==> config.mk <==
export PLATFORM = sky130hd
export DESIGN_NAME = traffic_light_ctrl
export DESIGN_NICKNAME = d
export VERILOG_FILES = /design/src/rtl/tl_pkg.sv /design/src/rtl/tl_timer.sv /design/src/rtl/traffic_light_ctrl.sv
export SDC_FILE = /design/constraint.sdc
export NUM_CORES = 1
export LEC_CHECK = 0
export BUFFER_PORTS_ARGS = -buffer_cell sky130_fd_sc_hd__buf_2
export CAP_MARGIN = 20
export CORE_AREA = 10 10 50 52
export DETAILED_ROUTE_END_ITERATION = 16
export DIE_AREA = 0 0 60 62
export GPL_TIMING_DRIVEN = 1
export HOLD_SLACK_MARGIN = 0.1
export PLACE_DENSITY = 0.82
export SLEW_MARGIN = 20
export SYNTH_ARGS = -nofsm -noshare
export SYNTH_HDL_FRONTEND = slang
export SYNTH_SLANG_ARGS = --single-unit
export TNS_END_PERCENT = 1
==> constraint.sdc <==
create_clock -name clk -period 3.25 [get_ports clk]
set_input_delay 0.1625 -clock clk [delete_from_list [all_inputs] [get_ports clk]]
set_output_delay 0.1625 -clock clk [all_outputs]
set_load 0.1 [all_outputs]
==> src/rtl/tl_pkg.sv <==
// Shared types and constants for the traffic light sequencer.
// Lamp vectors are ordered {R, Y, G}.
package tl_pkg;

  typedef enum logic [1:0] {
    ST_RED    = 2'd0,
    ST_GREEN  = 2'd1,
    ST_YELLOW = 2'd2
  } tl_state_e;

  localparam logic [2:0] LAMP_RED = 3'b100;
  localparam logic [2:0] LAMP_YEL = 3'b010;
  localparam logic [2:0] LAMP_GRN = 3'b001;

  function automatic logic [2:0] lamp_of(input tl_state_e st);
    logic [2:0] lamps;
    unique case (st)
      ST_GREEN:  lamps = LAMP_GRN;
      ST_YELLOW: lamps = LAMP_YEL;
      default:   lamps = LAMP_RED;
    endcase
    return lamps;
  endfunction

endpackage

==> src/rtl/tl_timer.sv <==
// Phase dwell down counter: load has priority, then hold, then decrement.
// Sync active-high reset to a parameterised start value.
module tl_timer #(
  parameter int unsigned CW = 8,
  parameter logic [CW-1:0] ResetVal = '0
) (
  input  logic          clk_i,
  input  logic          rst_i,
  input  logic          load_i,
  input  logic [CW-1:0] load_val_i,
  input  logic          hold_i,
  input  logic          dec_i,
  output logic [CW-1:0] value_o,
  output logic          zero_o
);

  logic [CW-1:0] value_q;

  always_ff @(posedge clk_i) begin
    if (rst_i) begin
      value_q <= ResetVal;
    end else if (load_i) begin
      value_q <= load_val_i;
    end else if (dec_i && !hold_i && (value_q != '0)) begin
      value_q <= value_q - 1'b1;
    end
  end

  assign value_o = value_q;
  assign zero_o  = (value_q == '0);

endmodule

==> src/rtl/traffic_light_ctrl.sv <==
// RED -> GREEN -> YELLOW sequencer with programmable dwell and forced-red request.
// Lamps are a registered decode of the state, so exactly one is lit every cycle.
module traffic_light_ctrl
  import tl_pkg::*;
#(
  parameter int unsigned T_RED    = 30,
  parameter int unsigned T_GREEN  = 25,
  parameter int unsigned T_YELLOW = 5,
  parameter int unsigned CW       = 8
) (
  input  logic          clk,
  input  logic          rst,
  input  logic          en,
  input  logic          tick,
  input  logic          force_red,
  output logic          R,
  output logic          Y,
  output logic          G,
  output logic [CW-1:0] remain,
  output logic          phase_done
);

  localparam logic [CW-1:0] RldRed    = CW'(T_RED - 1);
  localparam logic [CW-1:0] RldGreen  = CW'(T_GREEN - 1);
  localparam logic [CW-1:0] RldYellow = CW'(T_YELLOW - 1);

  tl_state_e     state_q, state_d;
  logic [2:0]    lamps_q;
  logic          phase_done_q;
  logic          load;
  logic [CW-1:0] load_val;
  logic          zero;
  logic          adv;

  assign adv = en & tick;

  // Any phase change reloads the timer; otherwise the timer counts on tick while en=1.
  always_comb begin
    state_d  = state_q;
    load     = 1'b0;
    load_val = RldRed;
    unique case (state_q)
      ST_RED: begin
        if (force_red) begin
          load     = 1'b1;
          load_val = RldRed;
        end else if (adv && zero) begin
          state_d  = ST_GREEN;
          load     = 1'b1;
          load_val = RldGreen;
        end
      end
      ST_GREEN: begin
        if (force_red || (adv && zero)) begin
          state_d  = ST_YELLOW;
          load     = 1'b1;
          load_val = RldYellow;
        end
      end
      ST_YELLOW: begin
        if (adv && zero) begin
          state_d  = ST_RED;
          load     = 1'b1;
          load_val = RldRed;
        end
      end
      default: begin
        state_d  = ST_RED;
        load     = 1'b1;
        load_val = RldRed;
      end
    endcase
  end

  tl_timer #(
    .CW       (CW),
    .ResetVal (RldRed)
  ) u_timer (
    .clk_i      (clk),
    .rst_i      (rst),
    .load_i     (load),
    .load_val_i (load_val),
    .hold_i     (~en),
    .dec_i      (tick),
    .value_o    (remain),
    .zero_o     (zero)
  );

  always_ff @(posedge clk) begin
    if (rst) begin
      state_q      <= ST_RED;
      lamps_q      <= LAMP_RED;
      phase_done_q <= 1'b0;
    end else begin
      state_q      <= state_d;
      lamps_q      <= lamp_of(state_d);
      phase_done_q <= (state_d != state_q);
    end
  end

  assign R          = lamps_q[2];
  assign Y          = lamps_q[1];
  assign G          = lamps_q[0];
  assign phase_done = phase_done_q;

endmodule
==> tab_implementation.tex, run 1 <==
\begin{tabular}{lr}
\hline
Metric & Value \\
\hline
\multicolumn{2}{l}{\textbf{Synthesis}} \\
\quad Share of async-settable or async-resettable flops after synthesis & 0\% \\
\quad Syn Std Cell Area & 823 um2 \\
\quad Compound-Gate Fraction of Synth Area & 15.0\% \\
\quad Mux share of post-synthesis cell area & 1.37\% \\
\quad Most used flip-flop cell after synthesis & sky130\_fd\_sc\_hd\_\_dfxtp\_1 \\
\quad Post-synthesis xor/xnor area fraction & 7.45\% \\
\quad Post-synth EDFFs & 0 \\
\quad Distinct cells, synth & 41 \\
\quad Register bit total from synthesis & 14 \\
\quad Average footprint of a synthesized cell & 8.95 um2 \\
\quad Share of synthesized cell area in and, or, nand and nor gates & 31.9\% \\
\quad Share of synthesized cell area in full adder, half adder and majority cells & 6.08\% \\
\quad Yosys Warn Count & 0 \\
\quad Main combinational cell family by area after synthesis & simple AND/OR/NAND/NOR gates \\
\quad Post-synthesis sequential area ratio & 34.0\% \\
\quad Synthesized instance count & 92 \\
\quad Number of nets in the synthesized netlist & 101 \\
\multicolumn{2}{l}{\textbf{Clock tree}} \\
\quad Cts-stage hold buffer count & 0 \\
\quad Gates resized, CTS repair & 0 \\
\quad Clock root buffer & sky130\_fd\_sc\_hd\_\_clkbuf\_4 \\
\quad H-tree lvl count & 1 \\
\quad Number of buffers between clock root and the deepest sink & 2 \\
\quad CTS Buf Count & 3 \\
\quad Clock Sinks & 14 \\
\quad Clock tree from TritonCTS & done \\
\quad Post-CTS repair timing setup buffer count & 0 \\
\quad Clock slew at the register clock pins of the worst setup and hold paths & 0.09 ns \\
\quad Worst-skew pair later-pin latency & 0.29 ns \\
\multicolumn{2}{l}{\textbf{GRT}} \\
\quad Antenna violations before repair & 0 \\
\quad Via count of the first global-routing pass & 661 \\
\quad GRT Util Overall & 11.0\% \\
\quad Wire length of the first global-routing pass & 3000 um \\
\quad Largest net degree at the start of global routing & 13 \\
\quad Global-route congestion overflow total & 0 \\
\multicolumn{2}{l}{\textbf{Drt}} \\
\quad Total via count after detailed routing & 720 \\
\quad Routed length per instance & 14.8 um \\
\quad Final ANT Viol Nets & 0 \\
\quad Number of detailed-routing iterations run before antenna repair & 4 \\
\quad Starting DRT DRC Count & 14 \\
\quad Final wirelength & 1830 um \\
\quad Routed vias/inst & 5.81 \\
\quad Total DRC errors in the routed layout & 0 \\
\multicolumn{2}{l}{\textbf{Critical path}} \\
\quad Cell at the slowest stage of the critical path & sky130\_fd\_sc\_hd\_\_dfxtp\_1 \\
\quad Critical path endpoint & lamps\_q[2] \\
\quad Critical Path, Cell by Cell & inv\_1 -> ha\_1 -> nor4b\_1 -> a31oi\_1 -> a2bb2oi\_1 -> inv\_1 -> ha\_1 -> or2\_2 \\
\quad Crit Reg-Reg Startpoint & u\_timer.value\_o[0] \\
\quad Maximum fanout along the worst path & 7 \\
\quad Kind of launch point of the worst setup path & register \\
\quad Crit path required time & 3.43 ns \\
\quad Number of cells on the worst reg-to-reg path & 8 \\
\quad Worst R2R Setup Slack & 1.16 ns \\
\quad Crit. Startpoint & u\_timer.value\_o[0] \\
\quad Category of the worst setup path capture point & register \\
\quad Worst setup path category & register to register \\
\quad Critical R2R Capture & lamps\_q[2] \\
\quad Maximum cell stage delay along the critical path & 0.42 ns \\
\quad Arrival time of the worst setup path & 2.27 ns \\
\multicolumn{2}{l}{\textbf{STA}} \\
\quad Period utilization & 64.4\% \\
\quad Setup repair after global routing missed its margin & false \\
\quad Timing-limited maximum frequency & 478 MHz \\
\quad Min setup slack post-route & 1.16 ns \\
\quad Post-Route Skew & 0.00120 ns \\
\quad Final number of hold-violating endpoints & 0 \\
\quad Final Max Tran Viols & 0 \\
\quad Actual slew at the worst max-slew pin & 0.505 ns \\
\quad Worst max-slew margin expressed relative to the limit & 66.5\% \\
\quad Total negative slack & 0 ns \\
\quad Setup Viol. Count Final & 0 \\
\quad Final critical path time including I/O delays and setup & 2.09 ns \\
\multicolumn{2}{l}{\textbf{Outcome}} \\
\quad Outcome & finished clean \\
\multicolumn{2}{l}{\textbf{Die}} \\
\quad Total Die Area & 3720 um2 \\
\quad Die Span Y & 62 um \\
\quad \# rows & 15 \\
\quad Die X-Extent & 60 um \\
\quad Placeable core area & 1610 um2 \\
\quad Initial Util & 51.0\% \\
\quad Total I/O pin count & 17 \\
\multicolumn{2}{l}{\textbf{Final layout}} \\
\quad Layout Utilization & 58.1\% \\
\quad Final design instance area without fill & 938 um2 \\
\quad Growth of design area from synthesis to finish & 14.0\% \\
\quad Number of nets in the final layout & 117 \\
\quad Diode count & 0 \\
\quad Share of final-layout standard cells stronger than drive strength 1 & 25.2\% \\
\multicolumn{2}{l}{\textbf{Job}} \\
\quad Maximum Capacitance Violations & 0 \\
\multicolumn{2}{l}{\textbf{Min path}} \\
\quad Worst min-delay path category & primary input to register \\
\multicolumn{2}{l}{\textbf{Place}} \\
\quad Post-DP HPWL & 1390 um \\
\quad Worst setup timing slack at the placement stage & 1.17 ns \\
\quad Number of I/O port buffers & 16 \\
\quad Routability congestion estimate & 0.817 \\
\quad Total cell area at the placement stage & 902 um2 \\
\multicolumn{2}{l}{\textbf{Pwr}} \\
\quad Leakage power summed over all cells & 0.376 nW \\
\quad Worst VDD drop & 0.245 mV \\
\quad Total power per unit cell area & 386 nW/um2 \\
\hline
\end{tabular}
## worst max-delay path: cells and delay by family, from the launching register on
family	cells	cell delay (ns)
adders and majority gates	2	0.47
buffers and inverters	2	0.18
and+or+nand+nor	2	0.41
DFF	1	0.42
AOI/OAI and AO/OA	2	0.51
## logic make-up (layout without fill, tap and decap cells)
group | after synthesis | in the layout
and+or+nand+nor | 41 | 41
AOI/OAI and AO/OA | 17 | 17
DFF | 14 | 14
buffers and inverters | 8 | 23
xor gates and xnor gates | 7 | 7
adders and majority gates | 4 | 4
muxes | 1 | 1
## layer usage
metal | vias up | part of all wire, % | track usage, %
li1 | 363 | - | -
met1 | 334 | 44 | 11.8
met2 | 17 | 46 | 16.9
met5 | - | 0 | 0
met4 | 0 | 4.3 | 10.3
met3 | 6 | 5.5 | 3.25
## registers in the layout, summed over array words and instances (netlist names)
register,cells
lamps_q,3
phase_done,1
state_q,2
u_timer.value_o,8
## through the flow
stage,power (mW),std cells,hold WS (ns)
floorplan,0.227,92,0.371
detailed placement,0.238,120,0.458
finish,0.362,124,0.150
global route,0.381,124,0.147
global placement,0.237,120,0.461
CTS,0.366,124,0.146
## cells in the final DEF (no fill, tap or decap), types with 2 or more instances in the layout
cell	synthesis	final
sky130_fd_sc_hd__nand2b_1	4	4
sky130_fd_sc_hd__dfxtp_1	14	14
sky130_fd_sc_hd__o21a_1	2	2
sky130_fd_sc_hd__buf_2	3	16
sky130_fd_sc_hd__a21oi_1	2	2
sky130_fd_sc_hd__nor3_1	6	6
sky130_fd_sc_hd__inv_1	3	3
sky130_fd_sc_hd__ha_1	4	4
sky130_fd_sc_hd__nor2b_1	4	4
sky130_fd_sc_hd__o2111ai_1	2	2
sky130_fd_sc_hd__nor2_1	8	8
sky130_fd_sc_hd__nand3_1	3	3
sky130_fd_sc_hd__clkbuf_4	0	3
sky130_fd_sc_hd__o21ai_0	2	2
sky130_fd_sc_hd__xor2_1	7	7
## where the power goes
| group | switching, mW | internal, mW |
|---|---|---|
| combinational | 0.0398 | 0.0148 |
| clock | 0.0598 | 0.0683 |
| sequential | 0.00540 | 0.174 |
| total | 0.105 | 0.257 |
## worst min path at each step
stage          startpoint                 end  cells after the start
3_3_place_gp    force_red          state_q[0]                      2
4_1_cts         force_red          state_q[0]                      2
5_1_grt         force_red          state_q[0]                      2
3_5_place_dp    force_red          state_q[0]                      2
2_1_floorplan         rst  u_timer.value_o[5]                      2
6_report        force_red          state_q[0]                      2
## synth_stat cells (2+ instances only)
| master | n | area, um2 |
|---|---|---|
| sky130_fd_sc_hd__a21oi_1 | 2 | 10.0 |
| sky130_fd_sc_hd__buf_2 | 3 | 15.0 |
| sky130_fd_sc_hd__clkbuf_1 | 2 | 7.51 |
| sky130_fd_sc_hd__dfxtp_1 | 14 | 280 |
| sky130_fd_sc_hd__ha_1 | 4 | 50.1 |
| sky130_fd_sc_hd__inv_1 | 3 | 11.3 |
| sky130_fd_sc_hd__nand2b_1 | 4 | 25.0 |
| sky130_fd_sc_hd__nand3_1 | 3 | 15.0 |
| sky130_fd_sc_hd__nor2_1 | 8 | 30.0 |
| sky130_fd_sc_hd__nor2b_1 | 4 | 25.0 |
| sky130_fd_sc_hd__nor3_1 | 6 | 30.0 |
| sky130_fd_sc_hd__o2111ai_1 | 2 | 17.5 |
| sky130_fd_sc_hd__o21a_1 | 2 | 15.0 |
| sky130_fd_sc_hd__o21ai_0 | 2 | 10.0 |
| sky130_fd_sc_hd__xor2_1 | 7 | 61.3 |
## layout make-up
class                   count  area, um2
fillers                   143        676
multi-input cells          70        509
flip-flops and latches     14        280
repair buffers             16       80.1
clock buffers               4       36.3
well taps                  17       21.3
inverters                   3       11.3
(Power assumes the default switching activity.)
==> inputs of run 2 (changes only) <==
Settings changed: CORE_AREA 10 10 50 52 to 10 10 51 53, DIE_AREA 0 0 60 62 to 0 0 61 63, PLACE_DENSITY 0.82 to 0.79.
Clock period 3.25 ns to 2.09 ns, I/O delays scaled along.
==> run 2 against run 1 <==
  * Worst hold slack got worse by 0.041 ns
  * Global-route usage decreased by 0.96 points
  * Critical endpoint unchanged
  * Sequential power increased by 54%
  * Count of clock-buffer cells in the layout unchanged
  * Via count increased by 1.5%
==> tab_implementation.tex, run 2 (synthesis gave the netlist of run 1 again) <==
\begin{tabular}{lr}
\hline
Metric & Value \\
\hline
\multicolumn{2}{l}{\textbf{Die}} \\
\quad Total I/O pin count & 17 (unchanged) \\
\quad Initial Util & 49.8\% (was 51.0\%) \\
\quad Total Die Area & 3840 um2 (was 3720 um2) \\
\quad Die X-Extent & 61 um (was 60 um) \\
\quad \# rows & 15 (unchanged) \\
\quad Die Span Y & 63 um (was 62 um) \\
\quad Placeable core area & 1650 um2 (was 1610 um2) \\
\multicolumn{2}{l}{\textbf{Critical path}} \\
\quad Worst R2R Setup Slack & 0.14 ns (was 1.16 ns) \\
\quad Number of cells on the worst reg-to-reg path & 8 (unchanged) \\
\quad Worst setup path category & register to register (unchanged) \\
\quad Kind of launch point of the worst setup path & register (unchanged) \\
\quad Crit Reg-Reg Startpoint & u\_timer.value\_o[0] (unchanged) \\
\quad Crit. Startpoint & u\_timer.value\_o[0] (unchanged) \\
\quad Crit path required time & 2.26 ns (was 3.43 ns) \\
\quad Category of the worst setup path capture point & register (unchanged) \\
\quad Critical path endpoint & lamps\_q[2] (unchanged) \\
\quad Arrival time of the worst setup path & 2.12 ns (was 2.27 ns) \\
\quad Maximum fanout along the worst path & 7 (unchanged) \\
\quad Critical R2R Capture & lamps\_q[2] (unchanged) \\
\multicolumn{2}{l}{\textbf{Clock tree}} \\
\quad Cts-stage hold buffer count & 0 (unchanged) \\
\quad Clock tree from TritonCTS & done (unchanged) \\
\quad Number of buffers between clock root and the deepest sink & 2 (unchanged) \\
\quad Clock root buffer & sky130\_fd\_sc\_hd\_\_clkbuf\_4 (unchanged) \\
\quad CTS Buf Count & 3 (unchanged) \\
\quad Post-CTS repair timing setup buffer count & 0 (unchanged) \\
\quad Clock Sinks & 14 (unchanged) \\
\quad H-tree lvl count & 1 (unchanged) \\
\quad Clock slew at the register clock pins of the worst setup and hold paths & 0.09 ns (about the same) \\
\quad Worst-skew pair later-pin latency & 0.28 ns (was 0.29 ns) \\
\quad Gates resized, CTS repair & 0 (unchanged) \\
\multicolumn{2}{l}{\textbf{Place}} \\
\quad Number of I/O port buffers & 16 (unchanged) \\
\quad Post-DP HPWL & 1360 um (was 1390 um) \\
\quad Routability congestion estimate & 0.926 (was 0.817) \\
\quad Total cell area at the placement stage & 931 um2 (was 902 um2) \\
\multicolumn{2}{l}{\textbf{Drt}} \\
\quad Starting DRT DRC Count & 13 (was 14) \\
\quad Routed length per instance & 14.1 um (was 14.8 um) \\
\quad Final ANT Viol Nets & 0 (unchanged) \\
\quad Number of detailed-routing iterations run before antenna repair & 4 (unchanged) \\
\quad Total DRC errors in the routed layout & 0 (unchanged) \\
\quad Total via count after detailed routing & 731 (was 720) \\
\quad Routed vias/inst & 5.85 (was 5.81) \\
\quad Final wirelength & 1760 um (was 1830 um) \\
\multicolumn{2}{l}{\textbf{STA}} \\
\quad Final number of hold-violating endpoints & 0 (unchanged) \\
\quad Actual slew at the worst max-slew pin & 0.493 ns (was 0.505 ns) \\
\quad Worst max-slew margin expressed relative to the limit & 67.4\% (was 66.5\%) \\
\quad Period utilization & 93.5\% (was 64.4\%) \\
\quad Setup Viol. Count Final & 0 (unchanged) \\
\quad Setup repair after global routing missed its margin & false (unchanged) \\
\quad Post-Route Skew & 0.00714 ns (was 0.00120 ns) \\
\quad Final critical path time including I/O delays and setup & 1.95 ns (was 2.09 ns) \\
\quad Final Max Tran Viols & 0 (unchanged) \\
\quad Timing-limited maximum frequency & 512 MHz (was 478 MHz) \\
\quad Total negative slack & 0 ns (unchanged) \\
\multicolumn{2}{l}{\textbf{Final layout}} \\
\quad Total of fill cells in the finished design & 156 (was 143) \\
\quad Final design instance area without fill & 957 um2 (was 938 um2) \\
\quad Most frequent cells in the layout & 16 x sky130\_fd\_sc\_hd\_\_buf\_2, 8 x sky130\_fd\_sc\_hd\_\_nor2\_1, 7 x sky130\_fd\_sc\_hd\_\_xor2\_1 (was 16 x sky130\_fd\_sc\_hd\_\_buf\_2, 14 x sky130\_fd\_sc\_hd\_\_dfxtp\_1, 8 x sky130\_fd\_sc\_hd\_\_nor2\_1) \\
\quad Number of nets in the final layout & 118 (was 117) \\
\quad Share of final-layout standard cells stronger than drive strength 1 & 35.2\% (was 25.2\%) \\
\quad Diode count & 0 (unchanged) \\
\quad Flip-flop count of the largest register, all copies and words added & 8 (unchanged) \\
\quad Most common cell after layout, fill and taps aside & sky130\_fd\_sc\_hd\_\_buf\_2 (unchanged) \\
\quad Growth of design area from synthesis to finish & 16.3\% (was 14.0\%) \\
\multicolumn{2}{l}{\textbf{Pwr}} \\
\quad Total power per unit cell area & 552 nW/um2 (was 386 nW/um2) \\
\quad Worst VDD drop & 0.367 mV (was 0.245 mV) \\
\quad Leakage power summed over all cells & 0.376 nW (about the same) \\
\multicolumn{2}{l}{\textbf{GRT}} \\
\quad Largest net degree at the start of global routing & 13 (unchanged) \\
\quad GRT Util Overall & 10.0\% (was 11.0\%) \\
\quad Wire length of the first global-routing pass & 3100 um (was 3000 um) \\
\quad Global-route congestion overflow total & 0 (unchanged) \\
\quad Antenna violations before repair & 0 (unchanged) \\
\quad Via count of the first global-routing pass & 673 (was 661) \\
\multicolumn{2}{l}{\textbf{Outcome}} \\
\quad Outcome & finished clean (unchanged) \\
\multicolumn{2}{l}{\textbf{Min path}} \\
\quad Worst min-delay path category & primary input to register (unchanged) \\
\multicolumn{2}{l}{\textbf{Job}} \\
\quad Maximum Capacitance Violations & 0 (unchanged) \\
\hline
\end{tabular}
run 2: changes by cell type in the layout (fill, tap and decap cells not counted), sizes merged:
cell  before  now
buf       16   17
run 2: metal layers:
metal | global-route usage, % | vias up | part of all wire (%)
li1 | - | 369 | -
met1 | 13.0 | 332 | 48
met2 | 13.8 | 25 | 43
met3 | 3.66 | 5 | 6.8
met4 | 5.22 | 0 | 2.6
met5 | 0 | - | 0
run 2: per-stage QoR:
step | util, % | hold WS, ns | setup slack, ns | power [mW] | instances
6_report | 58.0 | 0.109 | 0.136 | 0.528 | 125
5_1_grt | 58.0 | 0.129 | 0.0147 | 0.554 | 125
4_1_cts | 58.0 | 0.104 | 0.151 | 0.532 | 125
3_5_place_dp | 56.4 | 0.403 | 0.181 | 0.371 | 121
3_3_place_gp | 56.4 | 0.409 | 0.216 | 0.371 | 121
2_1_floorplan | - | 0.306 | 0.0150 | 0.353 | 92
run 2: layout make-up:
type                       count  area, um2  area share, %
multi-input combinational     70        515           53.9
sequential                    14        295           30.8
timing repair buffer          17       87.6           9.15
tap                           17       21.3           2.22
clock buffer                   4       26.3           2.75
inverter                       3       11.3           1.18
run 2: report_power, final:
group / total (mW) / internal, mW / leakage, nW / switching, mW
clock network: 0.163 / 0.0740 / 0.0150 / 0.0886
registers: 0.278 / 0.270 / 0.115 / 0.00806
logic: 0.0876 / 0.0256 / 0.247 / 0.0620
run 2: worst max-delay path, cell delays in order, from the launching register on:
cell,delay (ns)
sky130_fd_sc_hd__dfxtp_4,0.39
sky130_fd_sc_hd__inv_2,0.04
sky130_fd_sc_hd__ha_1,0.19
sky130_fd_sc_hd__nor4b_1,0.15
sky130_fd_sc_hd__a31oi_1,0.27
sky130_fd_sc_hd__a2bb2oi_2,0.22
sky130_fd_sc_hd__inv_1,0.07
sky130_fd_sc_hd__ha_1,0.26
sky130_fd_sc_hd__or2_2,0.26
run 2: worst min path at each step:
stage                         start                 end  slack, ns  cells after the start
after floorplan                 rst  u_timer.value_o[5]       0.31                      2
after global placement    force_red          state_q[0]       0.41                      2
after detailed placement  force_red          state_q[0]       0.40                      2
after CTS                 force_red          state_q[0]       0.10                      2
after global routing      force_red          state_q[0]       0.13                      2
final                     force_red          state_q[0]       0.11                      2
